**config.mk**
```make
export PLATFORM = sky130hd
export DESIGN_NAME = sample_feeder
export DESIGN_NICKNAME = d
export VERILOG_FILES = /design/src/rtl/sample_feeder.sv
export SDC_FILE = /design/constraint.sdc
export NUM_CORES = 1
export LEC_CHECK = 0
export ABC_AREA = 1
export CORE_MARGIN = 2
export CORE_UTILIZATION = 60
export CTS_CLUSTER_DIAMETER = 100
export DETAILED_ROUTE_END_ITERATION = 10
export DONT_BUFFER_PORTS = 1
export GPL_TIMING_DRIVEN = 0
export PLACE_DENSITY = 0.76
export RECOVER_POWER = 50
export SETUP_SLACK_MARGIN = 0.5
export SYNTH_ARGS = -nofsm -noshare
export SYNTH_HDL_FRONTEND = slang
export SYNTH_SLANG_ARGS = --single-unit
```
**constraint.sdc**
```tcl
create_clock -name clk -period 3.2 [get_ports clk]
set_clock_uncertainty 0.2 [all_clocks]
set_input_delay 0.64 -clock clk [delete_from_list [all_inputs] [get_ports clk]]
set_output_delay 0.64 -clock clk [all_outputs]
set_load 0.05 [all_outputs]
```
**src/rtl/sample_feeder.sv**
```systemverilog
`timescale 1ns/1ps
`default_nettype none
// ============================================================================
// Module   : sample_feeder
// Purpose  : Input stage ahead of the adaptive notch filter wrapper. Buffers
//            signed samples in a small FIFO and hands one word at a time to
//            the filter. It pulses `sample`, then waits for the filter's
//            `filter_done` handshake before it releases the next word. A
//            watchdog and sticky flags report a stalled filter or input
//            words that were dropped.
//
// Ports    : clk          - rising-edge clock
//            reset        - asynchronous, active-high reset
//            in_data      - incoming sample word (DATA_SIZE-1 bits, signed)
//            in_valid     - in_data valid this cycle
//            in_ready     - FIFO not full (combinational from fill)
//            data_out     - registered word to the filter data input
//            sample       - one-cycle trigger to the filter
//            filter_done  - filter completion (level or pulse)
//            fill         - FIFO occupancy
//            busy         - FSM not idle
//            overflow     - sticky, a word was offered while the FIFO was full
//            timeout      - sticky, the watchdog expired
//            clr_flags    - synchronous clear of overflow/timeout
//
// Revision : 1.0 - initial release
// ============================================================================
module sample_feeder #(
    parameter int DATA_SIZE  = 25,
    parameter int FIFO_DEPTH = 8,     // power of 2, >= 2
    parameter int TIMEOUT    = 4096
) (
    input  logic                          clk,
    input  logic                          reset,
    input  logic [DATA_SIZE-2:0]          in_data,
    input  logic                          in_valid,
    output logic                          in_ready,
    output logic [DATA_SIZE-2:0]          data_out,
    output logic                          sample,
    input  logic                          filter_done,
    output logic [$clog2(FIFO_DEPTH):0]   fill,
    output logic                          busy,
    output logic                          overflow,
    output logic                          timeout,
    input  logic                          clr_flags
);

    localparam int c_AW     = $clog2(FIFO_DEPTH);
    localparam int c_FILL_W = c_AW + 1;
    localparam int c_WD_W   = $clog2(TIMEOUT + 1);
    localparam int c_WORD_W = DATA_SIZE - 1;

    localparam logic [c_FILL_W-1:0] c_FULL    = c_FILL_W'(FIFO_DEPTH);
    localparam logic [c_WD_W-1:0]   c_WD_LAST = c_WD_W'(TIMEOUT - 1);

    typedef enum logic [1:0] {
        S_IDLE    = 2'd0,
        S_ARM     = 2'd1,
        S_WAIT_LO = 2'd2,
        S_WAIT_HI = 2'd3
    } state_t;

    state_t               r_state;
    state_t               w_next_state;

    logic [c_WORD_W-1:0]  r_mem [FIFO_DEPTH];
    logic [c_AW-1:0]      r_wr_ptr;
    logic [c_AW-1:0]      r_rd_ptr;
    logic [c_FILL_W-1:0]  r_fill;
    logic [c_WD_W-1:0]    r_wdog;
    logic [c_WORD_W-1:0]  r_data_out;
    logic                 r_sample;
    logic                 r_busy;
    logic                 r_overflow;
    logic                 r_timeout;

    logic                 w_in_ready;
    logic                 w_push;
    logic                 w_pop;
    logic                 w_wd_expire;

    assign w_in_ready = (r_fill != c_FULL);
    assign w_push     = in_valid && w_in_ready;

    // ------------------------------------------------------------------
    // Next-state logic. The pop is tied to the IDLE->ARM transition, so
    // the FIFO head is consumed exactly when it is loaded into data_out.
    // ------------------------------------------------------------------
    always_comb begin
        w_next_state = r_state;
        w_pop        = 1'b0;
        w_wd_expire  = 1'b0;
        case (r_state)
            S_IDLE: begin
                if (r_fill != '0) begin
                    w_next_state = S_ARM;
                    w_pop        = 1'b1;
                end
            end
            S_ARM: begin
                w_next_state = S_WAIT_LO;
            end
            S_WAIT_LO: begin
                // A done level left over from the previous word must drop
                // first, otherwise it would be taken as this word's done.
                if (!filter_done) begin
                    w_next_state = S_WAIT_HI;
                end else if (r_wdog >= c_WD_LAST) begin
                    w_next_state = S_IDLE;
                    w_wd_expire  = 1'b1;
                end
            end
            S_WAIT_HI: begin
                // >= because the count may have reached TIMEOUT while the
                // FSM was moving out of WAIT_LO on the last cycle.
                if (filter_done) begin
                    w_next_state = S_IDLE;
                end else if (r_wdog >= c_WD_LAST) begin
                    w_next_state = S_IDLE;
                    w_wd_expire  = 1'b1;
                end
            end
            default: begin
                w_next_state = S_IDLE;
            end
        endcase
    end

    // ------------------------------------------------------------------
    // FSM state, handshake outputs and watchdog
    // ------------------------------------------------------------------
    always_ff @(posedge clk or posedge reset) begin
        if (reset) begin
            r_state    <= S_IDLE;
            r_sample   <= 1'b0;
            r_busy     <= 1'b0;
            r_wdog     <= '0;
            r_data_out <= '0;
        end else begin
            r_state  <= w_next_state;
            r_sample <= (w_next_state == S_ARM);
            r_busy   <= (w_next_state != S_IDLE);

            if (r_state == S_ARM) begin
                r_wdog <= '0;
            end else if ((r_state == S_WAIT_LO) || (r_state == S_WAIT_HI)) begin
                r_wdog <= r_wdog + c_WD_W'(1);
            end

            if (w_pop) begin
                r_data_out <= r_mem[r_rd_ptr];
            end
        end
    end

    // ------------------------------------------------------------------
    // FIFO storage. Contents need no reset: the pointers and fill count
    // are cleared, which makes every stored word unreachable.
    // ------------------------------------------------------------------
    always_ff @(posedge clk) begin
        if (w_push) begin
            r_mem[r_wr_ptr] <= in_data;
        end
    end

    always_ff @(posedge clk or posedge reset) begin
        if (reset) begin
            r_wr_ptr <= '0;
            r_rd_ptr <= '0;
            r_fill   <= '0;
        end else begin
            if (w_push) begin
                r_wr_ptr <= r_wr_ptr + c_AW'(1);
            end
            if (w_pop) begin
                r_rd_ptr <= r_rd_ptr + c_AW'(1);
            end
            case ({w_push, w_pop})
                2'b10:   r_fill <= r_fill + c_FILL_W'(1);
                2'b01:   r_fill <= r_fill - c_FILL_W'(1);
                default: r_fill <= r_fill;
            endcase
        end
    end

    // ------------------------------------------------------------------
    // Sticky status flags. A new overflow event beats clr_flags, while
    // clr_flags beats a new timeout event.
    // ------------------------------------------------------------------
    always_ff @(posedge clk or posedge reset) begin
        if (reset) begin
            r_overflow <= 1'b0;
            r_timeout  <= 1'b0;
        end else begin
            if (in_valid && !w_in_ready) begin
                r_overflow <= 1'b1;
            end else if (clr_flags) begin
                r_overflow <= 1'b0;
            end

            if (clr_flags) begin
                r_timeout <= 1'b0;
            end else if (w_wd_expire) begin
                r_timeout <= 1'b1;
            end
        end
    end

    assign in_ready = w_in_ready;
    assign data_out = r_data_out;
    assign sample   = r_sample;
    assign fill     = r_fill;
    assign busy     = r_busy;
    assign overflow = r_overflow;
    assign timeout  = r_timeout;

endmodule
`default_nettype wire

```
==> summary.md, run 1 <==
| Metric | Value |
|---|---|
| Ys async rst share | `21.6%` |
| Routability cong. | `0.781` |
| Clock latency at the later pin of the worst-skew pair | `0.53 ns` |
| Pre-CTS WS | `approximately 0.11 ns` |
| Logic gate share of total power | `32.1%` |
| Synthesized instance count | `759` |
| Post-route non-filler standard cell count | `between 1000 and 1500` |
| Top delay family on crit path | `simple AND/OR/NAND/NOR gates` |
| Startpoint types | `flip-flop` |
| Seq pwr share | `43.5%` |
| Final hold violations | `0` |
| Arrival @ worst endpoint | `2.61 ns` |
| Die width | `131 µm` |
| Post-synthesis cell type count | `33` |
| Io pins | `between 60 and 70` |
| Status | `complete, no violations` |
| Clock-pin slew of the registers on the worst-case setup and hold paths | `roughly 0.060 ns` |
| Worst-path cell chain | `inv_1 -> nand3_4 -> nand2_2 -> or2_2 -> nor2_4` |
| Drt wl/cell | `23.6 µm` |
| Worst hold path startpoint | `in_data[4]` |
| Die area | `~17000 µm²` |
| Ratio of final minimum period to clock period | `around 82%` |
| Largest net degree at the start of global routing | `38` |
| Die height | `131 µm` |
| Crit Path Max Fanout | `12` |
| Post-DP HPWL | `13.8 mm` |
| Num rows | `46` |
| Internal power | `6.95 mW` |
| Worst min path class | `in -> reg` |
| Synthesized area | `9730 µm²` |
| Most common cell in the netlist | `edfxtp_1` |
| DR iter-0 viols | `between 1000 and 1500` |
| Global-route usage over all layers | `approximately 29%` |
| Final setup viols | `0` |
| CP Class | `reg -> reg` |
| Layout Utilization | `about 73%` |
| WL final | `about 25 mm` |
| Power share of the clock group | `approximately a quarter` |
| Buffers & Inverters on Critical Path | `1` |
| Top FF cell, synth | `edfxtp_1` |
| Fill cells | `1015` |
| Placed inst area | `10100 µm²` |
| Peak supply drop | `619 µV` |
| H-Tree Level Count | `1` |
| Post-route cell area | `11600 µm²` |
| Synth top area share | `59.2%` |
| Post-route setup slack | `0.562 ns` |
| Initial Utilization | `61.3%` |
| Sw Pwr | `around 4.7 mW` |
| Syn Nets | `between 700 and 800` |
| ANT cells | `0` |
| Antenna violations before repair | `0` |
| TritonCTS buffer count | `25` |
| Post-route ant nets | `0` |
| Switching Fraction | `40.5%` |
| Achievable frequency | `~380 MHz` |
| DRC Markers | `0` |
| Area grow syn2layout | `18.8%` |
| Max Buffers Root-to-Sink | `3` |
| Grt ovf | `0` |
| Unrepaired setup endpoints after global routing | `false` |
| Port bufs | `0` |
| # placed instances | `approximately 980` |
| Core Area | `15900 µm²` |
| Clock root buffer | `clkbuf_16` |
| Max-Cap Viols | `0` |
| Nets | `883` |
| Worst-margin pin slew | `1.01 ns` |
| Leading post-synthesis cells by cell area | `edfxtp_1, dfrtp_1, o21ai_0` |
| Setup crit start | `fill[2]` |
| Vias after detailed routing | `6823` |
| Slowest Stage Delay on Critical Path | `0.57 ns` |
| Post-synthesis sequential area ratio | `between 70% and 80%` |
| Slew headroom | `32.6%` |
| Minimum clock period | `roughly 2.6 ns` |
| Clock sink count | `245` |
| LEAKAGE | `~4.2 nW` |
| Syn. warnings | `0` |
| Top post-synthesis cells by count | `edfxtp_1, nor2_1, o21ai_0, nand2_1, dfrtp_1` |
| Power Dens Cells | `1010 nW/µm²` |
| CP max stage cell | `dfrtp_2` |
| Share of cells above drive strength 1 | `14.6%` |
| Slew Viols, Final | `0` |
| Syn Area/Cell | `~13 µm²` |
| DR vias/cell | `approximately 6.3` |
| TritonCTS clock tree | `built` |
| Number of synthesized flops with an enable pin | `between 150 and 200` |
| Reg2reg start | `fill[2]` |
| Crit. End Element | `flip-flop` |
| Worst EP required | `3.17 ns` |
| Post-synth top area cell | `edfxtp_1` |
| Vias in the first global route | `6755` |
| Yosys reg bits | `roughly 250` |
| First-pass GRT wire length | `37.6 mm` |
| 1st-pass router iterations | `6` |
routing by layer:
metal,wire (µm),vias to the layer above,global-route usage [%]
li1,-,2940,-
met1,8920,3340,36.0
met2,12900,466,48.6
met3,2780,77,5.98
met4,872,0,13.1
met5,0,-,0
worst register-to-register path, cell delays in order, from the launching register on:
cell     delay [ns]
dfrtp_2        0.57
inv_1          0.16
nand3_4        0.22
nand2_2        0.14
or2_2          0.51
nor2_4         0.48
layout make-up:
type / count / area (µm²) / area share, %
clock inverter: 8 / 101 / 0.876
tap: 216 / 270 / 2.34
sequential: 245 / 7100 / 61.4
clock buffer: 37 / 701 / 6.06
timing repair buffer: 54 / 592 / 5.12
buffer: 41 / 255 / 2.21
inverter: 34 / 130 / 1.13
multi-input combinational: 446 / 2410 / 20.9
final timing paths:
path | endpoint | slack, ns | cells after the start
worst min-delay path | r_mem[5][4] | 0.006 | 0
worst max-delay path | r_mem[6][12] | 0.56 | 5
min in group asynchronous | data_out[11] | 0.49 | 2
worst min register to register | r_wdog[2] | 0.30 | 1
max in group asynchronous | fill[3] | 0.79 | 3
worst max register to register | r_mem[6][12] | 0.56 | 5
state kept, by name, summed over array words and instances (netlist names):
register	flops
timeout	1
r_rd_ptr	3
r_state	2
r_wr_ptr	3
overflow	1
data_out	24
busy	1
fill	4
r_wdog	13
sample	1
r_mem	192
power groups by stage:
stage                     combinational, mW  sequential [mW]  clock [mW]
final                                  3.75             5.08        2.85
after detailed placement               3.23             5.13           0
after floorplan                        2.20             5.03           0
after global placement                 3.05             5.10           0
after global routing                   4.02             5.13        2.99
after CTS                              3.53             5.07        2.85
cells by family after synthesis:
group                    Yosys count  synth area share (%)
XOR/XNOR                           6                 0.540
flip-flops                       245                  72.9
multiplexers                       1                 0.103
adder cells (fa/ha/maj)            7                 0.977
AND/OR/NAND/NOR                  255                  10.9
buffers and inverters             75                  4.01
AO/OA/AOI/OAI                    170                  10.6
timing repair:
| item | 4_1_cts | 5_1_grt |
|---|---|---|
| endpoints found under the hold margin | 145 | 40 |
| hold buffers | 19 | 10 |
| cloned | 7 | 0 |
| buffers inserted | 14 | 9 |
| setup endpoints to repair | 195 | 85 |
| gates resized for setup | 18 | 5 |
| pin swaps | 13 | 8 |
per-stage QoR:
step | hold slack [ns] | power (mW) | setup TNS (ns)
2_1_floorplan | 0.246 | 7.24 | 0
3_3_place_gp | 0.272 | 8.15 | -79.16
3_5_place_dp | 0.294 | 8.35 | 0
4_1_cts | 0.00123 | 11.5 | 0
5_1_grt | 0.000196 | 12.1 | 0
6_report | 0.00573 | 11.7 | 0
cell usage in the layout (no fill, tap or decap), types with 2 or more instances in the layout:
| cell type | count |
|---|---|
| dfrtp_4 | 2 |
| buf_12 | 9 |
| edfxtp_1 | 192 |
| a21oi_1 | 4 |
| ha_4 | 2 |
| dfrtp_1 | 49 |
| xor2_1 | 5 |
| o221ai_1 | 42 |
| inv_1 | 30 |
| clkinv_2 | 2 |
| nand2_2 | 2 |
| nor2_1 | 115 |
| clkbuf_1 | 16 |
| o211ai_1 | 6 |
| dlygate4sd3_1 | 29 |
| clkbuf_16 | 25 |
| nand4_1 | 2 |
| inv_2 | 2 |
| ha_1 | 4 |
| buf_6 | 8 |
| nand3_1 | 37 |
| clkbuf_2 | 8 |
| buf_2 | 17 |
| o21ai_1 | 10 |
| nand2_1 | 84 |
| buf_4 | 16 |
| bufinv_16 | 2 |
| clkinv_1 | 4 |
| dfrtp_2 | 2 |
| nand3_2 | 2 |
| nor2_4 | 16 |
| o21ai_0 | 105 |
| clkbuf_8 | 3 |
No activity file was read; power rests on OpenSTA's default activity.
==> run 2: changes to the inputs <==
- clock period: 3.2 -> 2.7 ns (I/O delays scaled with it)
==> summary.md, run 2 (synthesis gave the netlist of run 1 again) <==
| Metric | Value |
|---|---|
| Clock-pin slew of the registers on the worst-case setup and hold paths | `0.07 ns` |
| Max reg flops | `between 150 and 200` |
| Initial Utilization | `61.3%` |
| Final setup viols | `0` |
| Arrival @ worst endpoint | `2.65 ns` |
| Power Dens Cells | `roughly 1200 nW/µm²` |
| Num rows | `46` |
| Peak supply drop | `667 µV` |
| WL final | `around 27 mm` |
| Crit. End Element | `flip-flop` |
| Total chip power | `14.2 mW` |
| TritonCTS buffer count | `25` |
| Slew headroom | `about two fifths` |
| Worst EP required | `2.95 ns` |
| Die area | `around 17000 µm²` |
| Area grow syn2layout | `22.2%` |
| Max-Cap Viols | `0` |
| Grt ovf | `0` |
| Routability cong. | `0.818` |
| Startpoint types | `flip-flop` |
| Status | `complete, no violations` |
| Ratio of final minimum period to clock period | `88.9%` |
| Worst min path class | `in -> reg` |
| Achievable frequency | `417 MHz` |
| Antenna violations before repair | `0` |
| CP max stage cell | `fa_1` |
| Largest register by flop count | `r_mem` |
| Commonest non-fill, non-tap cells in the layout | `edfxtp_1, nor2_1, o21ai_0` |
| Largest net degree at the start of global routing | `33` |
| Port bufs | `0` |
| Die height | `about 130 µm` |
| Clock root buffer | `clkbuf_16` |
| Crit Path Max Fanout | `8` |
| DR vias/cell | `6.37` |
| Minimum clock period | `between 2 and 2.5 ns` |
| Max Buffers Root-to-Sink | `3` |
| H-Tree Level Count | `1` |
| Clock latency at the later pin of the worst-skew pair | `0.53 ns` |
| Post-route cell area | `11900 µm²` |
| Core Area | `15900 µm²` |
| Slowest Stage Delay on Critical Path | `0.37 ns` |
| CP Class | `reg -> reg` |
| Post-route setup slack | `around 0.30 ns` |
| TNS Setup | `0 ns` |
| Final hold violations | `0` |
| Area used by multi-input combinational logic | `2460 µm²` |
| Fill cells | `931` |
| Post-route non-filler standard cell count | `1098` |
| Unrepaired setup endpoints after global routing | `true` |
| Post-route ant nets | `0` |
| Placed inst area | `10100 µm²` |
| Most common cell after layout, fill and taps aside | `edfxtp_1` |
| Slew Viols, Final | `0` |
| Vias after detailed routing | `roughly 7000` |
| 1st-pass router iterations | `6` |
| Die width | `~130 µm` |
| DR iter-0 viols | `approximately 1100` |
| Share of cells above drive strength 1 | `16.9%` |
| Clock sink count | `245` |
| DRC Markers | `0` |
| ANT cells | `0` |
| Vias in the first global route | `6950` |
| Post-DP HPWL | `about 14 mm` |
| Nets | `899` |
| FF+latch area | `7100 µm²` |
| Worst-margin pin slew | `0.873 ns` |
| LEAKAGE | `4.30 nW` |
| First-pass GRT wire length | `39.4 mm` |
| TritonCTS clock tree | `built` |
| # placed instances | `between 900 and 1000` |
| Drt wl/cell | `24.3 µm` |
| Io pins | `62` |
| Pre-CTS WS | `0.0537 ns` |
| Global-route usage over all layers | `30.3%` |
| Worst-path cell chain | `clkbuf_1 -> nor2_1 -> nand2_4 -> inv_4 -> buf_8 -> ha_4 -> buf_4 -> inv_2 -> fa_1 -> xor2_1 -> o21ai_1` |
-- run 2: cell types whose count changed in the layout (fill, tap and decap cells not counted), moves of 3 or more --
cell / previous run / this run
o21ai_0: 105 / 102
buf_4: 16 / 9
o21ai_1: 10 / 13
buf_6: 8 / 23
buf_12: 9 / 15
inv_1: 30 / 27
clkbuf_16: 25 / 28
-- run 2: where the power goes --
part | switching [mW] | internal, mW
Sequential | 1.18 | 4.85
Clock | 1.39 | 1.93
Combinational | 3.22 | 1.61
Total | 5.79 | 8.40
-- run 2: critical path, delay by kind of cell (launching register included) --
family | cells | cell delay, ns
XOR/XNOR | 1 | 0.15
flip-flops | 1 | 0.35
AND/OR/NAND/NOR | 2 | 0.45
AO/OA/AOI/OAI | 1 | 0.14
adder cells (fa/ha/maj) | 2 | 0.52
buffers and inverters | 5 | 0.50
-- run 2: stage by stage --
stage          utilization, %  hold slack (ns)
4_1_cts                  73.7           0.0298
3_3_place_gp             63.8            0.270
6_report                 74.8            0.117
5_1_grt                  74.8            0.142
3_5_place_dp             63.9            0.273
2_1_floorplan               -            0.246
-- run 2: timing repair --
action	in CTS	in global routing
gates cloned	8	4
hold buffers	27	0
setup endpoints to repair	196	185
resized for setup	11	24
pin swaps	21	11
buffers inserted	31	6
endpoints found under the hold margin	215	0
-- run 2: layout make-up --
type / instances / area share (%)
Inverter: 34 / 1.15
Buffer: 41 / 2.26
Multi-Input combinational cell: 448 / 20.7
Clock inverter: 11 / 0.905
Clock buffer: 35 / 5.66
Tap cell: 216 / 2.27
Timing Repair Buffer: 68 / 7.33
Sequential cell: 245 / 59.7
-- run 2: path summary, 6_finish.rpt --
check,cells after the start,endpoint,start,slack [ns]
worst max register to register,11,fill[2],r_state[1],0.30
min in group asynchronous,2,r_wdog[0],reset,0.46
worst min register to register,1,r_wdog[2],r_wdog[2],0.31
worst max-delay path,11,fill[2],r_state[1],0.30
worst min-delay path,3,busy,filter_done,0.12
max in group asynchronous,3,fill[0],reset,1.15
-- run 2: metal layers --
metal | share of wire (%) | global-route usage (%)
met5 | 0 | 0
met4 | 3.6 | 13.2
met3 | 12 | 5.48
met2 | 50 | 50.8
met1 | 35 | 39.4
==> run 3: changes to the inputs <==
- CORE_MARGIN: 2 -> 8
- CORE_UTILIZATION: 60 -> 45
- PLACE_DENSITY: 0.76 -> default
==> summary.md, run 3 (synthesis gave the netlist of run 1 again) <==
| Metric | Value |
|---|---|
| Status | `complete, no violations` |
| Slowest Stage Delay on Critical Path | `0.59 ns` |
| Clock-pin slew of the registers on the worst-case setup and hold paths | `0.06 ns` |
| FF+latch area | `approximately 7100 µm²` |
| TritonCTS clock tree | `built` |
| Reg2reg setup slack | `0.29 ns` |
| Worst EP required | `2.94 ns` |
| Post-route cell area | `~12000 µm²` |
| Num rows | `54` |
| Io pins | `62` |
| Unrepaired setup endpoints after global routing | `true` |
| Worst-path cell chain | `nor2_4 -> nand3_4 -> nand2_4 -> ha_4 -> buf_4 -> inv_2 -> fa_2 -> xor2_1 -> o21ai_1` |
| Max Buffers Root-to-Sink | `3` |
| Initial Utilization | `45.2%` |
| WHS Endpoint | `r_state[0]` |
| Final hold violations | `0` |
| Area used by multi-input combinational logic | `2480 µm²` |
| Startpoint types | `flip-flop` |
| Peak supply drop | `665 µV` |
| Final setup viols | `0` |
| DRC Markers | `0` |
| Placed inst area | `10200 µm²` |
| DR iter-0 viols | `524` |
| Vias in the first global route | `roughly 7000` |
| CP max stage cell | `dfrtp_4` |
| Power Dens Cells | `1200 nW/µm²` |
| Largest register by flop count | `r_mem` |
| Pre-CTS WS | `around 0.026 ns` |
| Max reg flops | `192` |
| Routability cong. | `between 0.7 and 0.8` |
| TritonCTS buffer count | `26` |
| Reg2reg start | `fill[0]` |
| Nets | `892` |
| Die width | `163 µm` |
| Core Area | `21600 µm²` |
| Top delay family on crit path | `flip-flops` |
| Area grow syn2layout | `23.1%` |
| Worst R2R Path Depth | `9` |
| WL final | `roughly 26 mm` |
| Die area | `26600 µm²` |
| Total chip power | `14.3 mW` |
| H-Tree Level Count | `1` |
| Largest net degree at the start of global routing | `32` |
| Slew Viols, Final | `0` |
| Post-route setup slack | `0.289 ns` |
| Ratio of final minimum period to clock period | `about nine tenths` |
| Slew headroom | `20.2%` |
| Minimum clock period | `roughly 2.4 ns` |
| Clock latency at the later pin of the worst-skew pair | `0.52 ns` |
| Grt ovf | `0` |
| TNS Setup | `0 ns` |
| Worst-margin pin slew | `1.20 ns` |
| Worst hold path startpoint | `filter_done` |
| Vias after detailed routing | `approximately 6600` |
| Port bufs | `0` |
| Crit. End Element | `flip-flop` |
| Share of cells above drive strength 1 | `17.4%` |
| First-pass GRT wire length | `40.0 mm` |
| WHS Path Cells | `3` |
| Clock root buffer | `clkbuf_16` |
| Achievable frequency | `415 MHz` |
| Post-DP HPWL | `15.1 mm` |
| Buffers & Inverters on Critical Path | `2` |
| Global-route usage over all layers | `between 10% and 20%` |
| Post-route ant nets | `0` |
| Most common cell after layout, fill and taps aside | `edfxtp_1` |
| Drt wl/cell | `22.9 µm` |
| Antenna violations before repair | `1` |
| Max-Cap Viols | `0` |
| CP Class | `reg -> reg` |
| DR vias/cell | `~5.7` |
| Crit Path Max Fanout | `5` |
| Clock sink count | `245` |
| Arrival @ worst endpoint | `2.65 ns` |
| Fill cells | `approximately 1700` |
| Reg-to-reg critical path endpoint | `fill[2]` |
| Die height | `163 µm` |
| 1st-pass router iterations | `5` |
| Layout Utilization | `55.6%` |
| Commonest non-fill, non-tap cells in the layout | `edfxtp_1, nor2_1, o21ai_0` |
| LEAKAGE | `4.29 nW` |
| Worst min path class | `in -> reg` |
## run 3: cell types whose count changed in the layout (fill, tap and decap cells not counted), moves of 2 or more
| cell | before | now |
|---|---|---|
| clkinv_1 | 4 | 1 |
| clkbuf_8 | 1 | 8 |
| clkinv_2 | 4 | 2 |
| buf_6 | 23 | 17 |
## run 3: timing repair
action                                  CTS  global route
pin swaps                                20             6
hold buffers                             27             0
setup buffers                            31             2
resized for setup                        15            17
endpoints found under the setup margin  196           196
hold endpoints to repair                216             0
cloned                                    8             0
## run 3: cell type report
| class | instances | share of cell area, % |
|---|---|---|
| plain buffers | 41 | 2.13 |
| clock inverters | 5 | 0.647 |
| repair buffers | 61 | 6.37 |
| flip-flops and latches | 245 | 59.3 |
| inverters | 34 | 1.12 |
| clock buffers | 43 | 6.81 |
| multi-input cells | 447 | 20.7 |
| well taps | 280 | 2.92 |
| diodes | 1 | 0.0209 |
## run 3: worst min-delay path: stages
cell,delay (ns)
nor2_1,0.03
a21oi_2,0.14
inv_1,0.05
## run 3: how the worst max path moves through the flow
stage	cells after the start	endpoint	slack [ns]	startpoint
floorplan	12	fill[3]	0.40	fill[1]
global placement	1	fill[0]	-0.32	reset
detailed placement	5	r_mem[0][2]	0.03	fill[2]
CTS	12	fill[3]	0.31	fill[1]
global route	12	fill[3]	0.20	fill[0]
finish	9	fill[2]	0.29	fill[0]
## run 3: power by group
group / switching (mW) / internal [mW]
Sequential: 1.17 / 4.85
Clock: 1.40 / 2.24
Combinational: 3.12 / 1.56
Total: 5.69 / 8.65
## run 3: metal layers
layer | wire [µm] | part of all wire [%] | global-route usage, % | vias to the layer above
met2 | 12700 | 48 | 32.6 | 280
met3 | 2020 | 7.7 | 3.43 | 64
li1 | - | - | - | 2960
met5 | 0 | 0 | 0 | -
met4 | 897 | 3.4 | 8.26 | 0
met1 | 10800 | 41 | 25.5 | 3294
## run 3: metrics by stage
step / hold WS, ns / instances
after global routing: 0.0696 / 1157
after global placement: 0.267 / 1039
after floorplan: 0.246 / 759
after CTS: 0.0563 / 1154
after detailed placement: 0.302 / 1040
final: 0.0764 / 1157
